## config.mk

```make
export PLATFORM = sky130hd
export DESIGN_NAME = t08_lcd_arbiter
export DESIGN_NICKNAME = d
export VERILOG_FILES = /design/src/rtl/t08_lcd_arbiter.sv
export SDC_FILE = /design/constraint.sdc
export NUM_CORES = 1
export LEC_CHECK = 0
export BUFFER_PORTS_ARGS = -buffer_cell sky130_fd_sc_hd__buf_2
export CAP_MARGIN = 20
export CORE_AREA = 2 2 78 80
export CTS_CLUSTER_SIZE = 40
export DETAILED_ROUTE_END_ITERATION = 10
export DIE_AREA = 0 0 80 82
export PLACE_DENSITY_LB_ADDON = 0.15
export SETUP_SLACK_MARGIN = 0.2
export SLEW_MARGIN = 40
export SYNTH_ARGS = -nofsm -noshare
export SYNTH_HDL_FRONTEND = slang
export SYNTH_SLANG_ARGS = --single-unit
```

## constraint.sdc

```tcl
create_clock -name clk -period 2.41 [get_ports clk]
set_clock_uncertainty 0.05 [all_clocks]
set_input_delay 0.6025 -clock clk [delete_from_list [all_inputs] [get_ports clk]]
set_output_delay 0.6025 -clock clk [all_outputs]
set_load 0.02 [all_outputs]
```

## src/rtl/t08_lcd_arbiter.sv

```systemverilog
// Purpose: arbitrates two LCD transfer requesters (CPU MMIO, graphics) onto one SPI LCD engine.
// Latency: spi_enable 1 cycle after req in IDLE; ack 1 cycle after spi_busy falls; TIMEOUT edges worst case.
// Backpressure: requests are ignored while arb_busy; optional macro T08_LCD_ARB_PRIORITY_EN selects fixed priority.
module t08_lcd_arbiter #(
    parameter int TIMEOUT = 8
) (
    input  logic        clk,
    input  logic        rst,
    input  logic        req0,
    input  logic        req1,
    input  logic [7:0]  cmd0,
    input  logic [7:0]  cmd1,
    input  logic [31:0] par0,
    input  logic [31:0] par1,
    input  logic [3:0]  cnt0,
    input  logic [3:0]  cnt1,
    input  logic        rw0,
    input  logic        rw1,
    output logic        ack0,
    output logic        ack1,
    output logic        spi_enable,
    output logic [7:0]  spi_command,
    output logic [31:0] spi_parameters,
    output logic [3:0]  spi_counter,
    output logic        spi_readwrite,
    input  logic        spi_busy,
    output logic        arb_busy,
    output logic        timeout_err
);

    typedef enum logic [1:0] {
        IDLE      = 2'd0,
        ISSUE     = 2'd1,
        WAIT_DONE = 2'd2,
        ACK       = 2'd3
    } state_t;

    localparam int CW = (TIMEOUT < 2) ? 1 : $clog2(TIMEOUT + 1);

    state_t          state;
    state_t          state_nxt;
    logic [CW-1:0]   wait_cnt;
    logic            owner;        // 0: requester 0 owns the transfer, 1: requester 1
    logic            timed_out;
    logic            start;
    logic            grant1;
    logic            timeout_hit;

`ifndef T08_LCD_ARB_PRIORITY_EN
    logic            rr_prefer1;   // set after a req0 grant so req1 wins the next tie
`endif

    // Winner selection: fixed priority or round-robin on ties
    always_comb begin
        grant1 = 1'b0;
`ifdef T08_LCD_ARB_PRIORITY_EN
        grant1 = !req0 && req1;
`else
        grant1 = req1 && (!req0 || rr_prefer1);
`endif
    end

    // Next-state logic; the engine is given TIMEOUT cycles of spi_enable to respond
    always_comb begin
        state_nxt   = state;
        start       = 1'b0;
        timeout_hit = 1'b0;
        case (state)
            IDLE: begin
                if (req0 || req1) begin
                    start     = 1'b1;
                    state_nxt = ISSUE;
                end
            end
            ISSUE: begin
                if (spi_busy) begin
                    state_nxt = WAIT_DONE;
                end else if (wait_cnt == CW'(TIMEOUT - 1)) begin
                    timeout_hit = 1'b1;
                    state_nxt   = ACK;
                end
            end
            WAIT_DONE: begin
                if (!spi_busy) begin
                    state_nxt = ACK;
                end
            end
            ACK: begin
                state_nxt = IDLE;
            end
            default: state_nxt = IDLE;
        endcase
    end

    // State register
    always_ff @(posedge clk) begin
        if (rst) begin
            state <= IDLE;
        end else begin
            state <= state_nxt;
        end
    end

    // Payload capture on grant, wait counter and timeout flag; payload only moves on IDLE->ISSUE
    always_ff @(posedge clk) begin
        if (rst) begin
            spi_command    <= 8'd0;
            spi_parameters <= 32'd0;
            spi_counter    <= 4'd0;
            spi_readwrite  <= 1'b0;
            owner          <= 1'b0;
            wait_cnt       <= '0;
            timed_out      <= 1'b0;
        end else if (start) begin
            spi_command    <= grant1 ? cmd1 : cmd0;
            spi_parameters <= grant1 ? par1 : par0;
            spi_counter    <= grant1 ? ((cnt1 > 4'd4) ? 4'd4 : cnt1)
                                     : ((cnt0 > 4'd4) ? 4'd4 : cnt0);
            spi_readwrite  <= grant1 ? rw1 : rw0;
            owner          <= grant1;
            wait_cnt       <= '0;
            timed_out      <= 1'b0;
        end else if (state == ISSUE) begin
            wait_cnt <= wait_cnt + CW'(1);
            if (timeout_hit) begin
                timed_out <= 1'b1;
            end
        end
    end

`ifndef T08_LCD_ARB_PRIORITY_EN
    // Round-robin pointer: after reset req0 wins the first tie
    always_ff @(posedge clk) begin
        if (rst) begin
            rr_prefer1 <= 1'b0;
        end else if (start) begin
            rr_prefer1 <= !grant1;
        end
    end
`endif

    // Outputs decoded from registered state so reset clears them on the same edge
    always_comb begin
        spi_enable  = (state == ISSUE);
        arb_busy    = (state != IDLE);
        ack0        = (state == ACK) && !owner;
        ack1        = (state == ACK) && owner;
        timeout_err = (state == ACK) && timed_out;
    end

endmodule

```

==> summary.txt, run 1 <==
Run status
  – Status: completed

Global route
  – First-pass GRT wire length: just over 10000 microns
  – GR Overflow Total: 0
  – Vias in the first global route: 2247
  – GRT Total Usage: 19.3%
  – Initial antenna violation count: 0
  – Largest net degree at the start of global routing: 45

Cells and area
  – Area grow syn2layout: 33.5%
  – Inserted Diodes: 0
  – Most frequent cells in the layout: buf_2, dfxtp_1, nor3b_1, a221o_1, nor2_1
  – Share of cells above drive strength 1: a little under half
  – Most common cell after layout, fill and taps aside: buf_2
  – Fin area: approximately 3200 sq um
  – Nets@finish: around 460
  – Fill cells: 554

Drt
  – Avg WL per Cell: 14.3 microns
  – Starting DRT DRC Count: 78
  – Vias per cell: approximately 5.3
  – Vias: between 2000 and 2500
  – Post-route ant nets: 0
  – First-pass DRT Iterations: 4
  – # DRC: 0
  – Routed wire length: 6290 microns

Synthesis
  – Syn_nets: 329
  – Post-synthesis cell area: 2410 sq um
  – Most used DFF post-synth: dfxtp_1
  – Unique masters post-synth: 38
  – EDFF count, synth: 0
  – Syn Inst Count: 229
  – Ys Warns: 0
  – Seq/Total Area, Yosys: 44.8%
  – Mean post-synth cell area: roughly 11 sq um
  – Async set-reset flop share out of synthesis: 0%
  – Yosys reg bits: 54

Placed design
  – Area after DPL: 3120 sq um
  – HPWL after DPL: 4470 microns
  – GPL Wtd Cong: 0.736
  – IO Port Bufs: roughly 140
  – Dpl ws: about 0.42 ns

Timing
  – Slew Limit Fails: 0
  – FMAX: 0.499 GHz
  – Worst hold margin: 0.432 ns
  – Fin worst setup slack: 0.406 ns
  – Max_slew headroom: 69.3%
  – Final hold vios: 0
  – Final Critical Period: approximately 2 ns
  – RSZ-0062 raised after global routing: no
  – Tightest Pin Transition: 0.461 ns
  – Fin crit share: about 83%
  – Setup TNS Final: 0 ns
  – Final setup violation count: 0

Clock network
  – Clock Pin Slew Worst Setup and Hold Paths: ~0.11 ns
  – TritonCTS Buffers: 5
  – CTS tree: yes
  – Postcts setup bufs: 0
  – CTS resizes: 0
  – Sink Count: 54
  – Max clock buf depth: 2
  – Skew-Pair Late Insertion Delay: 0.31 ns
  – Root buf cell: clkbuf_8
  – H-tree Lvls: 2
  – Hold buffer count at CTS: 0

Worst setup path
  – Critical path class: flip-flop to flip-flop
  – Critical path fanouts, max: 36
  – Required @ worst endpoint: approximately 2.6 ns
  – CP Capture Type: flip-flop
  – Startpoint types: flip-flop
  – Worst EP arrival: 2.15 ns

Floorplanning
  – Initial core utilization: a little over two fifths
  – Row cnt: 28
  – Core area: about 5700 sq um
  – Boundary Pins: 145
  – DIE AREA: 6560 sq um
  – Die width: about 80 microns
  – Die height: 82 microns

Run
  – Max-Cap Viols: 0

Power and ir drop
  – PD cells: around 1000 nW/um^2
  – Maximum VDD drop: 0.366 mV
  – Leakage: 1.52 nW

Worst hold path
  – Worst hold-check path type: flip-flop to flip-flop
==> Yosys cell counts (5+ instances only) <==
master	number	area, sq um
a21oi_1	5	25.0
a221o_1	30	300
a221o_2	6	67.6
a32oi_1	6	52.6
clkbuf_1	11	41.3
dfxtp_1	54	1080
ha_1	5	62.6
nand2b_1	6	37.5
nand4_1	5	31.3
nor2_1	8	30.0
nor3b_1	36	270
==> worst max-delay path, stage by stage (launching register included) <==
cell	delay, ns
dfxtp_1	0.39
inv_1	0.10
ha_1	0.29
and2_1	0.25
and3b_1	0.21
buf_4	0.24
a221o_2	0.36
==> routing by layer <==
metal	GRT usage [%]	up-vias	part of all wire (%)	wire length (microns)
met1	23.4	1066	43	2710
met3	5.38	6	7.4	464
li1	-	1148	-	-
met2	33.7	93	49	3050
met4	5.42	0	0.94	59
met5	0	-	0	0
==> report_power, final <==
| part | switching, W | total, W | leakage, nW | internal [W] |
|---|---|---|---|---|
| registers | 0.000122 | 0.00125 | 0.444 | 0.00113 |
| clock network | 0.000296 | 0.000602 | 0.0579 | 0.000306 |
| logic | 0.000825 | 0.00140 | 1.02 | 0.000572 |
==> state kept, by name, summed over array words and instances (netlist names) <==
name	cells
spi_parameters	32
spi_command	8
spi_counter	4
wait_cnt	4
state	2
owner	1
rr_prefer1	1
spi_readwrite	1
timed_out	1
==> per-stage QoR <==
| stage | util [%] | cells | total power (W) |
|---|---|---|---|
| 3_5_place_dp | 54.2 | 431 | 0.00268 |
| 3_3_place_gp | 54.2 | 431 | 0.00266 |
| 5_1_grt | 56.1 | 439 | 0.00346 |
| 2_1_floorplan | - | 229 | 0.00227 |
| 6_report | 56.1 | 439 | 0.00325 |
| 4_1_cts | 56.1 | 439 | 0.00329 |
==> worst paths after layout <==
path / startpoint / end / slack, ns / cells past startpoint
worst max-delay path: state[0] / spi_parameters[22] / 0.41 / 6
worst min register to register: spi_counter[0] / spi_counter[0] / 0.43 / 2
worst max register to register: state[0] / spi_parameters[22] / 0.41 / 6
worst min-delay path: spi_counter[0] / spi_counter[0] / 0.43 / 2
==> cell families (layout without fill, tap and decap cells) <==
family                   after synthesis  count (layout)  share of synthesized area [%]
AO/OA/AOI/OAI                         61              61                           22.6
buffers and inverters                 27             162                           7.20
multiplexers                           2               2                          0.829
adder cells (fa/ha/maj)                5               5                           2.59
flip-flops                            54              54                           44.8
XOR/XNOR                               3               3                           1.09
AND/OR/NAND/NOR                       77              77                           20.9
==> area by class of cell <==
| class | count | area, sq um | area share, % |
|---|---|---|---|
| Clock inverter | 3 | 40.0 | 1.24 |
| Sequential cell | 54 | 1080 | 33.5 |
| Tap cell | 75 | 93.8 | 2.91 |
| Inverter | 4 | 15.0 | 0.466 |
| Clock buffer | 5 | 68.8 | 2.13 |
| Timing Repair Buffer | 150 | 766 | 23.7 |
| Multi-Input combinational cell | 148 | 1160 | 36.0 |
(Power assumes the default switching activity.)
==> inputs of run 2 (changes only) <==
==> constraint.sdc (replaced) <==
create_clock -name clk -period 1.9 [get_ports clk]
set_clock_uncertainty 0.05 [all_clocks]
set_input_delay 0.475 -clock clk [delete_from_list [all_inputs] [get_ports clk]]
set_output_delay 0.475 -clock clk [all_outputs]
set_load 0.02 [all_outputs]
==> run 2 against run 1 <==
Utilization is 4.0 points higher. Via count is 4.2% higher. Count of clock-buffer cells in the layout is 2 higher. Wire length up 11%.
==> summary.txt, run 2 (synthesized netlist as in run 1, its figures left out) <==
Cells and area
  – Nets@finish: 476 (+2.8%)
  – Most flops, register: spi_parameters
  – Most frequent cells in the layout: buf_2, dfxtp_1, nor3b_1, a221o_1, buf_4
  – Area grow syn2layout: 43.0%
  – Largest registers: spi_parameters: 32 flops, spi_command: 8 flops
  – Final core occ: 60.1% (+4.0 points)
  – Share of cells above drive strength 1: 49.5% (+3.6 points)
  – Max FFs per register: 32 (unchanged)
  – Reg area: 1090 sq um (+0.69%)
  – Inserted Diodes: 0 (unchanged)
  – Most common cell after layout, fill and taps aside: buf_2
  – Multi-input gate area: 1190 sq um (+2.5%)
  – Fill cells: 530 (-4.3%)

Clock network
  – Root buf cell: clkbuf_8
  – CTS tree: yes
  – TritonCTS Buffers: 5 (unchanged)
  – Skew-Pair Late Insertion Delay: 0.29 ns (-0.02 ns)
  – H-tree Lvls: 2 (unchanged)
  – Sink Count: 54 (unchanged)
  – Max clock buf depth: 2 (unchanged)
  – Clock Pin Slew Worst Setup and Hold Paths: 0.09 ns (-0.02 ns)

Global route
  – Initial antenna violation count: 0 (unchanged)
  – Largest net degree at the start of global routing: 37 (-18%)
  – GRT Total Usage: 19.6% (+0.29 points)
  – GR Overflow Total: 0 (unchanged)
  – First-pass GRT wire length: 10200 microns (+1.5%)
  – Vias in the first global route: 2309 (+2.8%)

Placed design
  – HPWL after DPL: 4680 microns (+4.5%)
  – IO Port Bufs: 144 (unchanged)
  – GPL Wtd Cong: 0.792 (+7.7%)

Worst setup path
  – Startpoint types: flip-flop
  – Worst EP arrival: 1.16 ns (-0.99 ns)
  – Required @ worst endpoint: 1.37 ns (-1.19 ns)
  – Critical path class: flip-flop to primary output
  – Critical path fanouts, max: 6 (-83%)
  – CP Capture Type: primary output

Timing
  – Tightest Pin Transition: 0.334 ns (-0.127 ns)
  – Slew Limit Fails: 0 (unchanged)
  – Final hold vios: 0 (unchanged)
  – Fin crit share: 88.9%
  – FMAX: 0.592 GHz
  – Worst hold margin: 0.347 ns (-0.0851 ns)
  – Max_slew headroom: 77.7% (+8.5 points)
  – Final Critical Period: 1.69 ns
  – Final setup violation count: 0 (unchanged)
  – Setup TNS Final: 0 ns (unchanged)
  – RSZ-0062 raised after global routing: yes

Drt
  – # DRC: 0 (unchanged)
  – Vias per cell: 5.35 (+1.5%)
  – Starting DRT DRC Count: 86 (+10%)
  – Vias: 2411 (+4.2%)
  – First-pass DRT Iterations: 4 (unchanged)
  – Post-route ant nets: 0 (unchanged)
  – Routed wire length: 6970 microns (+11%)
  – Avg WL per Cell: 15.4 microns (+7.8%)

Floorplanning
  – Initial core utilization: 42.0% (unchanged)
  – Row cnt: 28 (unchanged)
  – Core area: 5750 sq um (unchanged)
  – Boundary Pins: 145 (unchanged)
  – Die width: 80 microns (unchanged)
  – Die height: 82 microns (unchanged)
  – DIE AREA: 6560 sq um (unchanged)

Power and ir drop
  – Leakage: 1.60 nW (+5.1%)
  – Tot Pwr: 0.00429 W (+32%)
  – PD cells: 1240 nW/um^2 (+23%)
  – Maximum VDD drop: 0.486 mV (+33%)

Run
  – Max-Cap Viols: 0 (unchanged)

Run status
  – Status: completed

Worst hold path
  – Worst hold-check path type: input pin to flip-flop
## run 2: changes by cell type in the layout (fill, tap and decap cells not counted), moves of 3 or more
cell / delta
buf_12: +3
buf_2: -4
buf_4: +9
clkbuf_16: +4
ha_1: -3
## run 2: per-layer routing
| layer | share of wire [%] | global-route usage (%) | vias up |
|---|---|---|---|
| met3 | 7.4 | 5.27 | 4 |
| met2 | 49 | 34.1 | 100 |
| met4 | 0.79 | 6.27 | 0 |
| met5 | 0 | 0 | - |
| li1 | - | - | 1174 |
| met1 | 43 | 23.6 | 1133 |
## run 2: path summary, 6_finish.rpt
check                  from                 end  slack, ns  cells after the start
setup / recovery   state[0]          spi_enable       0.21                      3
hold / removal     par0[10]  spi_parameters[10]       0.35                      2
setup reg to reg   state[1]  spi_parameters[22]       0.24                      6
hold reg to reg   timed_out           timed_out       0.42                      2
## run 2: through the flow
step	cells	setup slack [ns]	instance area (sq um)
2_1_floorplan	229	0.195	2450
3_3_place_gp	435	0.216	3200
3_5_place_dp	435	0.184	3200
4_1_cts	442	0.177	3280
5_1_grt	451	0.161	3450
6_report	451	0.211	3450
## run 2: worst max-delay path, stage by stage (launching register included)
cell     delay (ns)
dfxtp_4        0.36
buf_4          0.13
ha_2           0.22
buf_4          0.17
## run 2: cell type report
cell class                 instances  area share (%)
inverter                           4           0.507
clock buffer                       7            2.21
multi-input combinational        148            34.4
tap                               75            2.72
sequential                        54            31.5
timing repair buffer             163            28.6
## run 2: power breakdown
| group | switching [W] | internal [W] | total, W | leakage [nW] |
|---|---|---|---|---|
| combinational | 0.00114 | 0.000951 | 0.00209 | 1.11 |
| clock | 0.000343 | 0.000255 | 0.000598 | 0.0383 |
| sequential | 0.000163 | 0.00144 | 0.00160 | 0.445 |
## run 2: repair_timing
action | in CTS | in global routing
setup buffers | 0 | 4
hold buffers | 0 | 0
cloned | 0 | 5
gates resized for setup | 2 | 11
pin swaps | 0 | 9
setup endpoints to repair | 9 | 38
hold endpoints to repair | 0 | 0
==> inputs of run 3 (changes only) <==
--- a/config.mk
+++ b/config.mk
@@ -7,10 +7,12 @@
 export LEC_CHECK = 0
 export BUFFER_PORTS_ARGS = -buffer_cell sky130_fd_sc_hd__buf_2
 export CAP_MARGIN = 20
-export CORE_AREA = 2 2 78 80
+export CELL_PAD_IN_SITES_DETAIL_PLACEMENT = 1
+export CELL_PAD_IN_SITES_GLOBAL_PLACEMENT = 1
+export CORE_AREA = 2 2 89 91
 export CTS_CLUSTER_SIZE = 40
 export DETAILED_ROUTE_END_ITERATION = 10
-export DIE_AREA = 0 0 80 82
+export DIE_AREA = 0 0 91 93
 export PLACE_DENSITY_LB_ADDON = 0.15
 export SETUP_SLACK_MARGIN = 0.2
 export SLEW_MARGIN = 40
==> constraint.sdc (replaced) <==
create_clock -name clk -period 2.05 [get_ports clk]
set_clock_uncertainty 0.05 [all_clocks]
set_input_delay 0.5125 -clock clk [delete_from_list [all_inputs] [get_ports clk]]
set_output_delay 0.5125 -clock clk [all_outputs]
set_load 0.02 [all_outputs]
==> run 3 against run 2 <==
Power is 6.7% lower. Non-clock buffer count fell by 9. Largest cell class unchanged. Critical path depth grew 3.
==> summary.txt, run 3 (synthesized netlist as in run 1, its figures left out) <==
Cells and area
  – Share of cells above drive strength 1: 47.3% (-2.2 points)
  – Area grow syn2layout: 39.2%
  – Inserted Diodes: 0 (unchanged)
  – Largest registers: spi_parameters: 32 flops, spi_command: 8 flops
  – Max FFs per register: 32 (unchanged)
  – Most frequent cells in the layout: buf_2, dfxtp_1, nor3b_1, a221o_1, nor2_1
  – Nets@finish: 467 (-1.9%)
  – Final core occ: 44.7% (-15 points)
  – Most flops, register: spi_parameters
  – Most common cell after layout, fill and taps aside: buf_2

Worst setup path
  – Worst r2r src: state[1]
  – Count of buffer and inverter cells on the critical path: 2 (unchanged)
  – CP max stage cell: dfxtp_2
  – CP peak stage delay: 0.38 ns (+0.02 ns)
  – Startpoint types: flip-flop
  – R2r endpoint: spi_parameters[22]
  – Worst EP arrival: 1.93 ns (+0.77 ns)
  – CP Capture Type: flip-flop
  – Critical path cell sequence: inv_1, ha_4, and2_4, and3b_2, buf_12, a221o_2
  – R2R depth: 6 (unchanged)
  – Critical path class: flip-flop to flip-flop
  – Flop2flop setup slack: 0.26 ns (+0.02 ns)
  – Delay-heaviest family, CP: simple AND/OR/NAND/NOR gates
  – Critical path fanouts, max: 18 (+12)
  – Required @ worst endpoint: 2.19 ns (+0.82 ns)

Clock network
  – TritonCTS Buffers: 5 (unchanged)
  – Root buf cell: clkbuf_8
  – H-tree Lvls: 2 (unchanged)
  – Postcts setup bufs: 0 (unchanged)
  – Max clock buf depth: 2 (unchanged)
  – Clock Pin Slew Worst Setup and Hold Paths: 0.10 ns (about the same)
  – CTS tree: yes
  – Skew-Pair Late Insertion Delay: 0.30 ns (about the same)
  – Sink Count: 54 (unchanged)

Worst hold path
  – Worst hold-check path type: input pin to flip-flop
  – Min-Delay Endpoint: spi_command[1]
  – Hold Crit Depth: 2 (unchanged)
  – Worst Hold Launch: cmd0[1]

Run
  – Max-Cap Viols: 0 (unchanged)

Global route
  – First-pass GRT wire length: 11700 microns (+15%)
  – Vias in the first global route: 2448 (+6.0%)
  – GRT Total Usage: 17.0% (-2.6 points)
  – GR Overflow Total: 0 (unchanged)
  – Initial antenna violation count: 0 (unchanged)
  – Largest net degree at the start of global routing: 37 (unchanged)

Floorplanning
  – Initial core utilization: 32.1% (-9.9 points)
  – Core area: 7530 sq um (+31%)
  – Die height: 93 microns (+13%)
  – DIE AREA: 8460 sq um (+29%)
  – Die width: 91 microns (+14%)
  – Boundary Pins: 145 (unchanged)
  – Row cnt: 32 (+14%)

Drt
  – Routed wire length: 7510 microns (+7.9%)
  – # DRC: 0 (unchanged)
  – First-pass DRT Iterations: 4 (unchanged)
  – Avg WL per Cell: 16.0 microns (+3.5%)
  – Starting DRT DRC Count: 99 (+15%)
  – Vias per cell: 5.09 (-4.9%)
  – Post-route ant nets: 0 (unchanged)
  – Vias: 2390 (-0.87%)

Timing
  – Max_slew headroom: 75.3% (-2.4 points)
  – Final hold vios: 0 (unchanged)
  – FMAX: about 0.56 GHz
  – Final Critical Period: between 1.5 and 2 ns
  – Tightest Pin Transition: 0.371 ns (+0.0368 ns)
  – Slew Limit Fails: 0 (unchanged)
  – Final setup violation count: 0 (unchanged)
  – RSZ-0062 raised after global routing: no
  – Fin crit share: 87.2%
  – Setup TNS Final: 0 ns (unchanged)

Run status
  – Status: completed

Power and ir drop
  – Cell internal pwr: 0.00248 W (-6.5%)
  – Switching portion of total power: 38.2% (-0.12 points)
  – Switching component of the power: 0.00153 W (-6.9%)
  – PD cells: 1190 nW/um^2 (-4.1%)
  – Leakage: 1.55 nW (-3.0%)
  – Logic gate share of total power: 45.3% (-3.4 points)
  – Maximum VDD drop: 0.412 mV (-15%)
  – Sequential fraction of design power: 36.9% (-0.5 points)
  – Tot Pwr: 0.00401 W (-6.7%)
  – Clock group share of total power: 17.9% (+4.0 points)

Placed design
  – IO Port Bufs: 144 (unchanged)
  – GPL Wtd Cong: 0.721 (-9.0%)
  – HPWL after DPL: 5250 microns (+12%)
run 3: changes by cell type in the layout (fill, tap and decap cells not counted), moves of 2 or more:
cell	previous run	this run
buf_4	15	6
buf_2	140	144
clkbuf_16	4	1
inv_1	2	4
run 3: routing by layer:
layer | global-route usage [%] | up-vias | wire length [microns]
met3 | 6.53 | 7 | 667
met1 | 20.8 | 1133 | 3250
met2 | 28.2 | 95 | 3520
met4 | 4.29 | 0 | 77
met5 | 0 | - | 0
li1 | - | 1155 | -
run 3: worst max path at each step:
| stage | from | end | slack (ns) | cells after the start |
|---|---|---|---|---|
| detailed placement | req1 | spi_parameters[20] | 0.21 | 5 |
| global route | state[1] | spi_enable | 0.20 | 3 |
| CTS | state[1] | spi_enable | 0.21 | 3 |
| floorplan | state[0] | spi_parameters[4] | 0.20 | 8 |
| global placement | req1 | spi_parameters[19] | 0.24 | 5 |
| finish | state[1] | spi_parameters[22] | 0.26 | 6 |
run 3: final cells by class:
cell class	instances	area, sq um
timing repair buffer	154	851
sequential	54	1090
fill	921	4170
clock buffer	7	76.3
clock inverter	1	30.0
tap	102	128
multi-input combinational	148	1180
inverter	4	15.0
run 3: through the flow:
| step | hold WS, ns | setup slack [ns] | cell area [sq um] | std cells |
|---|---|---|---|---|
| 2_1_floorplan | 0.382 | 0.204 | 2420 | 229 |
| 4_1_cts | 0.362 | 0.215 | 3320 | 469 |
| 3_3_place_gp | 0.405 | 0.241 | 3210 | 461 |
| 6_report | 0.367 | 0.262 | 3360 | 470 |
| 3_5_place_dp | 0.407 | 0.214 | 3210 | 461 |
| 5_1_grt | 0.355 | 0.201 | 3360 | 470 |
run 3: power groups by stage:
stage | clock (W) | combinational (W) | sequential, W
after floorplan | 0 | 0.000904 | 0.00177
after global placement | 0 | 0.00176 | 0.00148
after detailed placement | 0 | 0.00179 | 0.00149
after CTS | 0.000742 | 0.00179 | 0.00147
after global routing | 0.000783 | 0.00198 | 0.00151
final | 0.000716 | 0.00181 | 0.00148
run 3: repair_timing:
item / CTS / global route
endpoints found under the hold margin: 0 / 0
setup endpoints to repair: 4 / 7
resized for setup: 2 / 4
hold buffers: 0 / 0
gates cloned: 0 / 1
pin swaps: 0 / 1
